<file path="src/rtl/execute_stage_pipe_if.sv">
// rtl/execute_stage_pipe_if.sv - ID->EX handshake and payload bundle
interface execute_stage_pipe_if #(
  parameter int DATA_W = 16,
  parameter int ADDR_W = 4,
  parameter int FUNC_W = 2
);
  // upstream (decode/control) side
  logic              flush;
  logic              in_valid;
  logic              in_ready;
  logic              RegWriteC;
  logic              MemWriteC;
  logic              MemToRegC;
  logic [FUNC_W-1:0] alufuncC;
  logic [DATA_W-1:0] srcDataD1;
  logic [DATA_W-1:0] srcDataD2;
  logic [ADDR_W-1:0] destAddD;

  // downstream (EX) side
  logic              out_valid;
  logic              out_ready;
  logic              RegWriteE;
  logic              MemWriteE;
  logic              MemToRegE;
  logic [FUNC_W-1:0] alufuncE;
  logic [DATA_W-1:0] srcDataE1;
  logic [DATA_W-1:0] srcDataE2;
  logic [ADDR_W-1:0] destAddE;

  modport master (
    output flush, in_valid, RegWriteC, MemWriteC, MemToRegC, alufuncC,
           srcDataD1, srcDataD2, destAddD, out_ready,
    input  in_ready, out_valid, RegWriteE, MemWriteE, MemToRegE, alufuncE,
           srcDataE1, srcDataE2, destAddE
  );

  modport slave (
    input  flush, in_valid, RegWriteC, MemWriteC, MemToRegC, alufuncC,
           srcDataD1, srcDataD2, destAddD, out_ready,
    output in_ready, out_valid, RegWriteE, MemWriteE, MemToRegE, alufuncE,
           srcDataE1, srcDataE2, destAddE
  );
endinterface

</file>
<file path="src/rtl/execute_stage_pipe.sv">
// rtl/execute_stage_pipe.sv - ID->EX pipeline register with valid/ready, flush and optional skid entry
module execute_stage_pipe #(
  parameter int DATA_W = 16,
  parameter int ADDR_W = 4,
  parameter int FUNC_W = 2,
  parameter int SKID   = 1
) (
  input  logic                 clk,
  input  logic                 reset,
  execute_stage_pipe_if.slave  bus,
  output logic [1:0]           occupancy
);

  // entry layout: {RegWrite, MemWrite, MemToReg, alufunc, src1, src2, dest}
  localparam int ENT_W = 3 + FUNC_W + 2 * DATA_W + ADDR_W;

  // state code doubles as the occupancy count
  localparam logic [1:0] ST_EMPTY = 2'd0;
  localparam logic [1:0] ST_ONE   = 2'd1;
  localparam logic [1:0] ST_FULL  = 2'd2;

  logic [1:0]       r_state;
  logic [1:0]       w_state_nxt;
  logic [ENT_W-1:0] r_main;
  logic [ENT_W-1:0] r_skid;
  logic [ENT_W-1:0] w_main_nxt;
  logic [ENT_W-1:0] w_skid_nxt;
  logic [ENT_W-1:0] w_in_ent;
  logic             w_in_ready;
  logic             w_out_valid;
  logic             w_push;
  logic             w_pop;

  assign w_in_ent = {bus.RegWriteC, bus.MemWriteC, bus.MemToRegC, bus.alufuncC,
                     bus.srcDataD1, bus.srcDataD2, bus.destAddD};

  assign w_out_valid = (r_state != ST_EMPTY);
  assign w_push      = bus.in_valid & w_in_ready & ~bus.flush;
  assign w_pop       = w_out_valid & bus.out_ready;

  generate
    if (SKID != 0) begin : g_skid
      logic r_in_ready;

      // registered ready: the skid entry absorbs the one in-flight beat after a stall
      always_ff @(posedge clk or negedge reset) begin
        if (!reset) begin
          r_in_ready <= 1'b1;
        end else begin
          r_in_ready <= (w_state_nxt != ST_FULL);
        end
      end

      assign w_in_ready = r_in_ready;
    end else begin : g_noskid
      // single entry: accept when the head is leaving or there is no head
      assign w_in_ready = bus.out_ready | ~w_out_valid;
    end
  endgenerate

  // next-state and datapath selection; flush beats both push and pop
  always_comb begin
    w_state_nxt = r_state;
    w_main_nxt  = r_main;
    w_skid_nxt  = r_skid;
    if (bus.flush) begin
      w_state_nxt = ST_EMPTY;
      w_main_nxt  = '0;
      w_skid_nxt  = '0;
    end else begin
      case (r_state)
        ST_EMPTY: begin
          if (w_push) begin
            w_state_nxt = ST_ONE;
            w_main_nxt  = w_in_ent;
          end
        end
        ST_ONE: begin
          if (w_push && w_pop) begin
            w_main_nxt = w_in_ent;
          end else if (w_push && (SKID != 0)) begin
            w_state_nxt = ST_FULL;
            w_skid_nxt  = w_in_ent;
          end else if (w_pop) begin
            w_state_nxt = ST_EMPTY;
            w_main_nxt  = '0;
          end
        end
        ST_FULL: begin
          if (w_pop) begin
            w_state_nxt = ST_ONE;
            w_main_nxt  = r_skid;
            w_skid_nxt  = '0;
          end
        end
        default: begin
          w_state_nxt = ST_EMPTY;
          w_main_nxt  = '0;
          w_skid_nxt  = '0;
        end
      endcase
    end
  end

  // state and entry registers; reset drops everything at once
  always_ff @(posedge clk or negedge reset) begin
    if (!reset) begin
      r_state <= ST_EMPTY;
      r_main  <= '0;
      r_skid  <= '0;
    end else begin
      r_state <= w_state_nxt;
      r_main  <= w_main_nxt;
      r_skid  <= w_skid_nxt;
    end
  end

  // head register drives EX directly; it is zeroed whenever the stage is empty
  assign bus.in_ready  = w_in_ready;
  assign bus.out_valid = w_out_valid;
  assign {bus.RegWriteE, bus.MemWriteE, bus.MemToRegE, bus.alufuncE,
          bus.srcDataE1, bus.srcDataE2, bus.destAddE} = r_main;
  assign occupancy = r_state;

endmodule

</file>
<file path="src/flat_wrapper.sv">
// flat-port wrapper written by rule: the top's interface ports become plain ports
module execute_stage_pipe_flat 
#(
  parameter int DATA_W = 16,
  parameter int ADDR_W = 4,
  parameter int FUNC_W = 2,
  parameter int SKID   = 1
)
  (clk, reset, occupancy, bus_flush, bus_in_valid, bus_RegWriteC, bus_MemWriteC, bus_MemToRegC, bus_alufuncC, bus_srcDataD1, bus_srcDataD2, bus_destAddD, bus_out_ready, bus_in_ready, bus_out_valid, bus_RegWriteE, bus_MemWriteE, bus_MemToRegE, bus_alufuncE, bus_srcDataE1, bus_srcDataE2, bus_destAddE);
  execute_stage_pipe_if #(.DATA_W(DATA_W), .ADDR_W(ADDR_W), .FUNC_W(FUNC_W)) bus_i ();
  input  logic clk;
  input  logic reset;
  output logic [1:0] occupancy;
  input wire logic [$bits(bus_i.flush)-1:0] bus_flush;
  input wire logic [$bits(bus_i.in_valid)-1:0] bus_in_valid;
  input wire logic [$bits(bus_i.RegWriteC)-1:0] bus_RegWriteC;
  input wire logic [$bits(bus_i.MemWriteC)-1:0] bus_MemWriteC;
  input wire logic [$bits(bus_i.MemToRegC)-1:0] bus_MemToRegC;
  input wire logic [$bits(bus_i.alufuncC)-1:0] bus_alufuncC;
  input wire logic [$bits(bus_i.srcDataD1)-1:0] bus_srcDataD1;
  input wire logic [$bits(bus_i.srcDataD2)-1:0] bus_srcDataD2;
  input wire logic [$bits(bus_i.destAddD)-1:0] bus_destAddD;
  input wire logic [$bits(bus_i.out_ready)-1:0] bus_out_ready;
  output wire logic [$bits(bus_i.in_ready)-1:0] bus_in_ready;
  output wire logic [$bits(bus_i.out_valid)-1:0] bus_out_valid;
  output wire logic [$bits(bus_i.RegWriteE)-1:0] bus_RegWriteE;
  output wire logic [$bits(bus_i.MemWriteE)-1:0] bus_MemWriteE;
  output wire logic [$bits(bus_i.MemToRegE)-1:0] bus_MemToRegE;
  output wire logic [$bits(bus_i.alufuncE)-1:0] bus_alufuncE;
  output wire logic [$bits(bus_i.srcDataE1)-1:0] bus_srcDataE1;
  output wire logic [$bits(bus_i.srcDataE2)-1:0] bus_srcDataE2;
  output wire logic [$bits(bus_i.destAddE)-1:0] bus_destAddE;
  assign bus_i.flush = bus_flush;
  assign bus_i.in_valid = bus_in_valid;
  assign bus_i.RegWriteC = bus_RegWriteC;
  assign bus_i.MemWriteC = bus_MemWriteC;
  assign bus_i.MemToRegC = bus_MemToRegC;
  assign bus_i.alufuncC = bus_alufuncC;
  assign bus_i.srcDataD1 = bus_srcDataD1;
  assign bus_i.srcDataD2 = bus_srcDataD2;
  assign bus_i.destAddD = bus_destAddD;
  assign bus_i.out_ready = bus_out_ready;
  assign bus_in_ready = bus_i.in_ready;
  assign bus_out_valid = bus_i.out_valid;
  assign bus_RegWriteE = bus_i.RegWriteE;
  assign bus_MemWriteE = bus_i.MemWriteE;
  assign bus_MemToRegE = bus_i.MemToRegE;
  assign bus_alufuncE = bus_i.alufuncE;
  assign bus_srcDataE1 = bus_i.srcDataE1;
  assign bus_srcDataE2 = bus_i.srcDataE2;
  assign bus_destAddE = bus_i.destAddE;
  execute_stage_pipe #(.DATA_W(DATA_W), .ADDR_W(ADDR_W), .FUNC_W(FUNC_W), .SKID(SKID)) u_core (.clk(clk), .reset(reset), .bus(bus_i), .occupancy(occupancy));
endmodule
</file>
<file path="config.mk">
export PLATFORM = sky130hd
export DESIGN_NAME = execute_stage_pipe_flat
export DESIGN_NICKNAME = d
export VERILOG_FILES = /design/src/rtl/execute_stage_pipe_if.sv /design/src/rtl/execute_stage_pipe.sv /design/src/flat_wrapper.sv
export SDC_FILE = /design/constraint.sdc
export NUM_CORES = 1
export LEC_CHECK = 0
export BUFFER_PORTS_ARGS = -buffer_cell sky130_fd_sc_hd__buf_2
export CAP_MARGIN = 0
export CORE_MARGIN = 5
export CORE_UTILIZATION = 35
export CTS_CLUSTER_DIAMETER = 100
export DETAILED_ROUTE_END_ITERATION = 12
export GPL_TIMING_DRIVEN = 0
export PLACE_DENSITY = 0.54
export SKIP_CTS_REPAIR_TIMING = 1
export SLEW_MARGIN = 30
export SYNTH_ARGS = -nofsm -noshare
export SYNTH_HDL_FRONTEND = slang
export SYNTH_SLANG_ARGS = --single-unit
</file>
<file path="constraint.sdc">
create_clock -name clk -period 2.8 [get_ports clk]
set_input_delay 0.28 -clock clk [delete_from_list [all_inputs] [get_ports clk]]
set_output_delay 0.28 -clock clk [all_outputs]
set_load 0.1 [all_outputs]
</file>
# ---- Word level (Yosys, flattened, before mapping)
# Index checks and enable logic that the tools add are counted.
dict set report op_classes {
  reduce_logical 5
  multipliers 0
  add_sub_neg 0
  muxes 17
  n_eq_ne 10
  shift 0
  n_lt_le_gt_ge 0
  bitwise 4
  div 0
}
# op n
set op_table {}
lappend op_table {{2-to-1 mux 41 bit} 8}
lappend op_table {{one-hot mux 41 bit (3 select lines)} 2}
lappend op_table {{2-to-1 mux 2 bit} 6}
lappend op_table {{!= test 3 x 2 -> 1 bit, second input constant} 3}
lappend op_table {{AND reduction 4 bit} 2}
lappend op_table {{one-hot mux 2 bit (3 select lines)} 1}
lappend op_table {{!= test 2 bit, second input constant} 2}
lappend op_table {{!= test 4 x 2 -> 1 bit, second input constant} 1}
lappend op_table {{!= test 4 bit, second input constant} 1}
lappend op_table {{bitwise AND 1 bit} 3}
lappend op_table {{!= test 3 bit, second input constant} 1}
lappend op_table {{equality test 2 x 1 -> 1 bit, second input constant} 1}
lappend op_table {{equality test 2 bit, second input constant} 1}
lappend op_table {{logical NOT 2 bit} 1}
lappend op_table {{nonzero test 2 bit} 1}
lappend op_table {{logical AND 1 bit} 1}
lappend op_table {{NOT 1 bit} 1}
dict set report word_totals {
  inputBits 46
  rom_bits 0
  latch_bits 0
  ff_bits 85
  ramBits 0
  memories 0
}

# ---- Logic depth before layout (Yosys ltp)
dict set report logic_depth {
  depth_word 8
  depth_mapped 6
  mapped_depth_nobuf 4
}

# ---- Worst setup path after synthesis
# Ideal clock, no wire load.
dict set report synth_timing {
  path_type {register to output}
  start {register u_core.r_state[1] (netlist: u_core.occupancy[1])}
  end {output bus_out_valid}
  path_buffers 1
  path_stages_with_launch 4
  t_arrival_ns 1.999
  path_slack_ns 0.521
  cell_sequence {dfrtp_1 -> buf_2 -> nor2_1 -> inv_1}
}
dict set report synth_via {
  elab_chain_cells 1
}
# item line
set synth_rtl {}
lappend synth_rtl {{start: declaration} execute_stage_pipe.sv:22} ;# logic [1:0] r_state;
lappend synth_rtl {{start signal: assignment} execute_stage_pipe.sv:112} ;# r_state <= w_state_nxt;
lappend synth_rtl {{nonzero test 2 bit} execute_stage_pipe.sv:37} ;# assign w_out_valid = (r_state != ST_EMPTY);
lappend synth_rtl {{end: declaration} flat_wrapper.sv:25} ;# output wire logic [$bits(bus_i.out_valid)-1:0] bus_out_valid;
# No other way between the ends.

# ---- Final worst setup path
# Ends and elaborated chain as after synthesis.

==> impl_metrics.toml <==
[grt]
grt_first_pass_wirelength_um = 18900
gr-usage-all-layers_pct = 16.1
grt_pass1_vias = 3527
grt_max_degree = 67
gr-total-overflow = 0
antenna_found_initial = 1

[worst_setup_path]
critPathArrivalTime_ps = 1630
crit_type = "reg2out"
path_max_fanout = 10
start_kind = "register"
critPathCaptureType = "output pin"
required_ps = 2520

[synthesis]
synthXorXnorAreaFrac_pct = 0.195
synthDistinctLibCells = 30
synth_warnings = 0
yosys.area_share.adder_pct = 0
syn_area_per_cell_sq_um = 11.4
synth-simple-area-share_pct = 16.6
ys_ff_latch = 85
syn_inst = 395
synth_mux_area_share_pct = 9.13
synth_fp_nets = 441
netlist_area_sq_um = 4490
yosysSeqAreaShare_pct = 47.4
synth_top_family_by_area = "compound AO/OA/AOI/OAI gates"
synth-compound-area-share_pct = 21.6

[final_layout]
fin_area_sq_um = 5500
fin_nets = 544
layout_common_cells = "buf_2, dfrtp_1, nor2_1"
drive_gt1_share_pct = 34.8
antenna_cells = 0
fin_cells = 675
fillerInstances = 1261
area_delta_synth_final_pct = 22.3
layout_commonest_cell = "buf_2"

[timing]
hold_viol = 0
fin_crit_ps = 1910
clock_skew_ps = 5.53
tightest_slew_ps = 734
fin_crit_sh_pct = 68.4
rsz0062_at_grt = "false"
fmax_mhz = 522
finalMaxSlewViolations = 0
tns_ps = 0
setup-violations-final = 0
relSlewSlack_pct = 51.0

[run]
drv_cap = 0

[hold_path]
hold_class = "in2reg"

[placement]
dpl-instance-area_sq_um = 5190
hpwl_um = 8020
gp_congestion = 0.767
place_inst = 658
io_buffers = 90

[clock_network]
cts_root_buffer = "clkbuf_16"
cts.htree.levels = 3
clk_latency_ps = 340
cts.path.max_buffers = 2
clock-sinks = 85
numCtsBuffers = 9
clkTransAtPathRegs_ps = 60
cts_tree = "yes"

[power]
power_density_nw_per_um2 = 622
leakage_nw = 2.48
power_mw = 3.42
ir_drop_mv = 0.289

[run_status]
outcome = "finished, final reports clean"

[die]
die_y_um = 123
num_rows = 41
num_io_pins = 91
die_x_um = 123
initial_core_util_pct = 35.6
core_area_sq_um = 12600
die_area_sq_um = 15200

[detailed_routing]
ant_nets = 0
drtIter0Drc = 183
vias = 3446
vias_per_cell = 5.11
drtPass1Iterations = 4
drt-total-wl_um = 11800
drc_errors = 0
avgRoutedWirePerCell_um = 17.5
## cell families (layout without fill, tap and decap cells)
kind of cell,Yosys count,count (layout)
simple gates,96,96
xor+xnor,1,1
compound gates,130,130
buf+inv,42,150
flops,85,85
mux,41,41
## registers in the layout (all words and copies together) (netlist names)
name                 count
u_core.r_main           41
u_core.occupancy         2
u_core.bus.in_ready      1
u_core.r_skid           41
## path summary, 6_finish.rpt
path / from / cells after the start / slack, ps / end
worst max register to register: u_core.occupancy[1] / 4 / 990 / u_core.r_skid[33]
worst max-delay path: u_core.occupancy[1] / 4 / 890 / bus_out_valid
min in group asynchronous: reset / 2 / 350 / u_core.r_main[8]
worst min-delay path: bus_out_ready / 2 / 190 / u_core.occupancy[1]
worst min register to register: u_core.r_main[1] / 1 / 480 / u_core.r_main[1]
max in group asynchronous: reset / 3 / 1820 / u_core.bus.in_ready
## layout make-up
class                           count  area (sq um)  share of cell area, %
Buffer                             40           223                   4.05
Clock buffer                       11           243                   4.42
Clock inverter                      5          50.0                  0.911
Inverter                            2          7.51                  0.137
Multi-Input combinational cell    268          2140                   38.9
Sequential cell                    85          2130                   38.7
Tap cell                          172           215                   3.92
Timing Repair Buffer               92           494                   8.99
## critical path, cell delays in order, from the launching register on
cell and delay [ps]:
dfrtp_1 400, buf_2 270, nor2_1 100, inv_1 90
buf_2 430
## power breakdown
| group | internal [mW] | switching [mW] | leakage, nW | total, mW |
|---|---|---|---|---|
| registers | 1.29 | 0.0343 | 1.16 | 1.33 |
| logic | 0.187 | 0.707 | 1.17 | 0.894 |
| clock network | 0.710 | 0.488 | 0.149 | 1.20 |
| total | 2.19 | 1.23 | 2.48 | 3.42 |
## Yosys cell counts
cell type | count | share of area [%]
nor3_1 | 1 | 0.11
o21bai_1 | 1 | 0.17
dfrtp_1 | 84 | 47
nor2b_1 | 1 | 0.14
nor3b_1 | 2 | 0.33
inv_1 | 2 | 0.17
a2bb2oi_1 | 1 | 0.19
clkbuf_1 | 8 | 0.67
xnor2_1 | 1 | 0.19
o32ai_1 | 1 | 0.19
dfstp_2 | 1 | 0.58
buf_2 | 16 | 1.8
a21oi_1 | 43 | 4.8
or3_1 | 1 | 0.14
buf_6 | 5 | 1.3
nand2_1 | 1 | 0.083
o22a_1 | 1 | 0.19
o2bb2ai_1 | 41 | 8.0
nor3b_2 | 40 | 11
nor2_2 | 1 | 0.14
a31o_2 | 2 | 0.39
mux2i_1 | 41 | 9.1
nand3b_1 | 1 | 0.17
or2b_1 | 1 | 0.17
o21ai_0 | 1 | 0.11
a31o_1 | 39 | 7.6
nor2_1 | 45 | 3.8
buf_1 | 7 | 0.58
buf_4 | 4 | 0.67
and3b_1 | 2 | 0.39
## stage by stage
| step | setup slack, ps | util, % | hold WS, ps |
|---|---|---|---|
| detailed placement | 1020 | 41.2 | 140 |
| floorplan | 521 | - | -15.6 |
| global placement | 612 | 40.9 | 470 |
| finish | 885 | 43.6 | 190 |
| global route | 822 | 43.6 | 194 |
| CTS | 863 | 43.5 | -232 |
## routing by layer
metal	share of wire [%]	track usage (%)
met3	4.9	4.30
met2	45	23.5
met5	0.093	0
met1	48	22.6
met4	1.9	6.78
No activity file was read; power rests on OpenSTA's default activity.
